$ cat config.mk
export PLATFORM = sky130hd
export DESIGN_NAME = exe_stage
export DESIGN_NICKNAME = d
export VERILOG_FILES = /design/src/rtl/exe_stage.sv
export SDC_FILE = /design/constraint.sdc
export NUM_CORES = 1
export LEC_CHECK = 0
export CELL_PAD_IN_SITES_DETAIL_PLACEMENT = 0
export CELL_PAD_IN_SITES_GLOBAL_PLACEMENT = 1
export CORE_AREA = 2 2 230 232
export DETAILED_ROUTE_END_ITERATION = 8
export DIE_AREA = 0 0 232 234
export PLACE_DENSITY = 0.7
export REMOVE_ABC_BUFFERS = 1
export SYNTH_ARGS = -nofsm -noshare
export SYNTH_HDL_FRONTEND = slang
export SYNTH_SLANG_ARGS = --single-unit
$ cat constraint.sdc
create_clock -name clk -period 4.9 [get_ports clk]
set_input_delay 0.49 -clock clk [delete_from_list [all_inputs] [get_ports clk]]
set_output_delay 0.49 -clock clk [all_outputs]
set_load 0.01 [all_outputs]
$ cat src/rtl/exe_stage.sv
// Execute stage with its EXE/MEM register: ALU, address generation and combinational branch resolution.
// Optional macro EXE_MUL_EN adds opcode 17 (MUL, low WIDTH bits of X*Y); undefined, opcode 17 is unknown.
module exe_stage #(
    parameter int WIDTH = 32
) (
    input  logic               clk,
    input  logic               rst_n,
    input  logic [WIDTH-3:0]   PC_in,
    input  logic [WIDTH-1:0]   IR_in,
    input  logic [WIDTH-1:0]   X,
    input  logic [WIDTH-1:0]   Y,
    output logic [WIDTH-3:0]   PC_out,
    output logic [WIDTH-1:0]   IR_out,
    output logic [WIDTH-1:0]   Z,
    output logic [WIDTH-1:0]   Addr,
    output logic               IsBranch,
    output logic [WIDTH-3:0]   BranchAddr
);
    localparam int PW = WIDTH - 2;

    localparam logic [5:0] OP_ADD  = 6'd1;
    localparam logic [5:0] OP_SUB  = 6'd2;
    localparam logic [5:0] OP_AND  = 6'd3;
    localparam logic [5:0] OP_OR   = 6'd4;
    localparam logic [5:0] OP_XOR  = 6'd5;
    localparam logic [5:0] OP_SLL  = 6'd6;
    localparam logic [5:0] OP_SRL  = 6'd7;
    localparam logic [5:0] OP_SRA  = 6'd8;
    localparam logic [5:0] OP_SLT  = 6'd9;
    localparam logic [5:0] OP_ADDI = 6'd10;
    localparam logic [5:0] OP_LUI  = 6'd11;
    localparam logic [5:0] OP_LD   = 6'd12;
    localparam logic [5:0] OP_ST   = 6'd13;
    localparam logic [5:0] OP_BEQ  = 6'd14;
    localparam logic [5:0] OP_BNE  = 6'd15;
    localparam logic [5:0] OP_JMP  = 6'd16;
`ifdef EXE_MUL_EN
    localparam logic [5:0] OP_MUL  = 6'd17;
`endif

    logic        [5:0]       op;
    logic        [WIDTH-1:0] simm;
    logic signed [WIDTH-1:0] x_s;
    logic signed [WIDTH-1:0] y_s;
    logic        [PW-1:0]    br_target;
    logic        [PW-1:0]    jmp_target;
    logic        [WIDTH-1:0] result;
    logic        [WIDTH-1:0] address;
    logic                    taken;
    logic        [PW-1:0]    target;

    logic [PW-1:0]    pc_out_q, pc_out_d;
    logic [WIDTH-1:0] ir_out_q, ir_out_d;
    logic [WIDTH-1:0] z_q,      z_d;
    logic [WIDTH-1:0] addr_q,   addr_d;

    assign op         = IR_in[WIDTH-1 -: 6];
    assign simm       = {{(WIDTH-16){IR_in[15]}}, IR_in[15:0]};
    assign x_s        = X;
    assign y_s        = Y;
    // Targets are word addresses and wrap at the PC width.
    assign br_target  = PC_in + PW'(1) + simm[PW-1:0];
    assign jmp_target = {PC_in[PW-1:26], IR_in[25:0]};

    always_comb begin
        result  = '0;
        address = '0;
        taken   = 1'b0;
        target  = br_target;
        case (op)
            OP_ADD:  result = X + Y;
            OP_SUB:  result = X - Y;
            OP_AND:  result = X & Y;
            OP_OR:   result = X | Y;
            OP_XOR:  result = X ^ Y;
            OP_SLL:  result = X << Y[4:0];
            OP_SRL:  result = X >> Y[4:0];
            OP_SRA:  result = x_s >>> Y[4:0];
            OP_SLT:  result = {{(WIDTH-1){1'b0}}, (x_s < y_s)};
            OP_ADDI: result = X + simm;
            OP_LUI:  result = {IR_in[15:0], {(WIDTH-16){1'b0}}};
            OP_LD:   address = X + simm;
            OP_ST: begin
                address = X + simm;
                result  = Y;
            end
            OP_BEQ:  taken = (X == Y);
            OP_BNE:  taken = (X != Y);
            OP_JMP: begin
                taken  = 1'b1;
                target = jmp_target;
            end
`ifdef EXE_MUL_EN
            OP_MUL:  result = X * Y;
`endif
            default: ;
        endcase
    end

    // Redirect is suppressed while the pipeline is held in reset.
    assign IsBranch   = rst_n & taken;
    assign BranchAddr = IsBranch ? target : '0;

    always_comb begin
        pc_out_d = PC_in;
        ir_out_d = IR_in;
        z_d      = result;
        addr_d   = address;
    end

    always_ff @(posedge clk or negedge rst_n) begin
        if (!rst_n) begin
            pc_out_q <= '0;
            ir_out_q <= '0;
            z_q      <= '0;
            addr_q   <= '0;
        end else begin
            pc_out_q <= pc_out_d;
            ir_out_q <= ir_out_d;
            z_q      <= z_d;
            addr_q   <= addr_d;
        end
    end

    assign PC_out = pc_out_q;
    assign IR_out = ir_out_q;
    assign Z      = z_q;
    assign Addr   = addr_q;

endmodule

==> results of run 1 <==
## synthesized netlist by cell type (all sizes together) (18+ instances only)
master / count
nor2: 236
a21oi: 197
o21ai: 168
ha: 163
nand2: 146
dfrtp: 126
inv: 110
clkbuf: 84
mux2i: 78
nand3: 51
a21o: 40
buf: 40
xnor2: 40
nand2b: 38
nor3: 35
a221oi: 32
o21bai: 29
a211oi: 25
o211ai: 24
o22ai: 23
a22oi: 21
o21a: 20
o221ai: 18
xor2: 18
## sequential cells by signal, summed over array words and instances, names as in the netlist
register and flops:
Addr 32, IR_out 32, Z 32, PC_out 30
## routing by layer
metal	share of wire, %	wire, µm	track usage [%]
met1	43	34700	38.5
met2	46	36900	47.6
met3	8.3	6770	7.00
met4	3.4	2720	11.2
met5	0.063	51	0
## metrics by stage
stage	utilization, %	std cells	cell area, µm²	hold WS, ps	setup slack (ps)
CTS	39.3	3053	20400	31.4	8.46
detailed placement	38.1	3022	19800	569	24.1
global route	39.4	3054	20500	78.1	13.3
finish	39.4	3055	20500	23.2	202
global placement	38.1	3022	19800	558	65.5
floorplan	-	1894	14900	194	-812
## cell families (layout without fill, tap and decap cells)
logic type / Yosys count / count (layout) / synth area share (%)
AOI/OAI and AO/OA: 721 / 721 / 30.8
and+or+nand+nor: 613 / 613 / 18.3
buffers and inverters: 235 / 583 / 5.95
adders and majority gates: 167 / 167 / 13.7
DFF: 126 / 126 / 20.4
muxes: 98 / 98 / 7.47
xor gates and xnor gates: 58 / 58 / 3.29
other: 0 / 1 / 0
## critical path, cell delays in order
cell             delay (ps)
clkdlybuf4s50_1         600
inv_1                   100
ha_1                    310
or3_1                   410
nor3_2                  190
nand4_1                 170
nor4_2                  270
xnor2_1                 210
nor3_2                  220
o21ai_2                 140
buf_12                  210
a211o_1                 260
nand3_1                  90
clkdlybuf4s50_1         530
## final timing paths
path	to	slack [ps]	cells past startpoint
setup / recovery	BranchAddr[29]	200	14
max in group asynchronous	Z[2]$_DFF_PN0_	3510	2
min in group clk	IR_out[15]$_DFF_PN0_	430	2
hold / removal	PC_out[12]$_DFF_PN0_	20	1
## cell usage in the layout, fill, tap and decap left out, types with 23 or more instances in the layout
master / instances
clkdlybuf4s50_1: 273
nor2_1: 233
a21oi_1: 196
o21ai_0: 163
ha_1: 163
buf_4: 155
nand2_1: 145
dfrtp_1: 126
inv_1: 109
mux2i_1: 78
nand3_1: 51
a21o_1: 40
xnor2_1: 40
nand2b_1: 38
a221oi_1: 32
nor3_1: 30
o21bai_1: 29
a211oi_1: 25
o22ai_1: 23
o211ai_1: 23
## power by group through the flow
| stage | Combinational [W] | Sequential [W] | Clock, W |
|---|---|---|---|
| 3_5_place_dp | 0.00191 | 0.00114 | 0 |
| 6_report | 0.00195 | 0.00112 | 0.00137 |
| 5_1_grt | 0.00209 | 0.00113 | 0.00144 |
| 4_1_cts | 0.00192 | 0.00112 | 0.00141 |
| 3_3_place_gp | 0.00191 | 0.00114 | 0 |
| 2_1_floorplan | 0.000968 | 0.00117 | 0 |
## timing repair
| action | 4_1_cts | 5_1_grt |
|---|---|---|
| gates resized for setup | 0 | 11 |
| setup endpoints to repair | 0 | 27 |
| setup buffers | 0 | 1 |
## final cells by class
cell class                 instances  share of cell area, %
clock inverter                    13                  0.806
sequential                       126                   15.4
inverter                         111                   2.03
timing repair buffer             441                   19.7
clock buffer                      18                   2.14
multi-input combinational       1657                   55.7
tap                              688                   4.20
antenna                            1                 0.0122
==> key figures, run 1 <==
Outcome
  – Status: finished clean

Yosys
  – Synth Register Bits: 126
  – Post-synth top area cell: dfrtp_1
  – Synthesized instance count: 2018
  – Post-synth EDFFs: 0
  – Syn. warnings: 0
  – Seq/Total Area, Yosys: 20.4%
  – Synthesized cell area: 15400 µm²
  – Primary FF master, synth: dfrtp_1
  – Asr flop ratio synth: 100%
  – Largest cells by area after synthesis: dfrtp_1, ha_1, a21oi_1
  – Yosys cell types: 88
  – Synth top area share: 20.4%
  – Syn_area_per_cell: 7.65 µm²

Worst setup path
  – CP Class: in -> out
  – CP arrival: 4210 ps
  – Crit. Startpoint: X[18]
  – Crit end category: output port
  – Worst-path maximum fanout: 10
  – Worst EP required: 4410 ps
  – Startpoint Class: primary input

Timing
  – Finish-stage setup viols: 0
  – Tcrit/Tclk final: 95.9%
  – Slew Limit Headroom: 29.1%
  – Achievable Freq: 213 MHz
  – Minimum clock period: 4700 ps
  – RSZ-0062 raised after global routing: false
  – Final hold violations: 0
  – Final Max Tran Viols: 0
  – Slew @ Worst Pin: 1040 ps
  – Setup tns final: 0 ps

Floorplan
  – Rows: 84
  – Total Die Area: 54300 µm²
  – Die Y: 234 µm
  – Initial cell density of the core: 29.7%
  – Die W: 232 µm
  – Total core area: 52000 µm²
  – I/O pin cnt: 285

Route
  – Detailed-route DRC error count: 0
  – Via/cell ratio: 5.84
  – Drt first pass iters: 9
  – DR vias: 17800
  – Initial DRC count: 1754
  – Antenna Nets Post-Route: 0
  – Wirelength per Cell: 26.6 µm
  – Routed WL: 81200 µm

Place
  – Port bufs: 284
  – RD Place Congestion: 1.01
  – Post-detail-place hpwl: 64800 µm

GRT
  – Initial antenna violation count: 5
  – Vias in the first global route: 17600
  – Pin count of the biggest net entering global routing: 87
  – Grt ovf: 0
  – Total GRT Usage: 29.6%
  – Global-route wire length before repair: 117000 µm

Clocking
  – TritonCTS clock tree: done
  – Clock Root Buffer: clkbuf_16
  – Bufs on Longest Clock Path: 2
  – Cts-stage hold buffer count: 0
  – H-tree lvl count: 4
  – Clock-pin slew on the worst setup and hold paths: 60 ps
  – CTS sink cnt: 126
  – TritonCTS buffer count: 17

Run
  – Max Cap Viol: 0

Finish
  – Layout Nets: 2649
  – Area of the multi-input gates: 11400 µm²
  – Register area: 3150 µm²
  – Synth-to-layout area growth: 32.8%
  – Layout fillers: 5416
  – Share of layout cells above drive strength 1: 10.6%

Power
  – Tot Pwr: 0.00444 W
  – Internal power: 0.00269 W
  – Fraction of power spent switching nets: 39.3%
  – NetSw: 0.00174 W
  – Clock power frac: 30.8%
  – Seq pwr share: 25.3%
  – Combinational power share: 43.9%
  – PD cells: 216 nW/µm²
  – Max IR drop VDD: 0.000199 V
  – LEAKAGE: 9.06 nW

Min path
  – Worst hold path type: in -> async
Power figures use the tool's default switching activity.
==> run 2, diff against run 1 <==
--- a/config.mk
+++ b/config.mk
@@ -8,6 +8,7 @@
 export CELL_PAD_IN_SITES_DETAIL_PLACEMENT = 0
 export CELL_PAD_IN_SITES_GLOBAL_PLACEMENT = 1
 export CORE_AREA = 2 2 230 232
+export CTS_CLUSTER_DIAMETER = 30
 export DETAILED_ROUTE_END_ITERATION = 8
 export DIE_AREA = 0 0 232 234
 export PLACE_DENSITY = 0.7
==> results of run 2 <==
Final layout, timing and power as in run 1 (identical DEF).
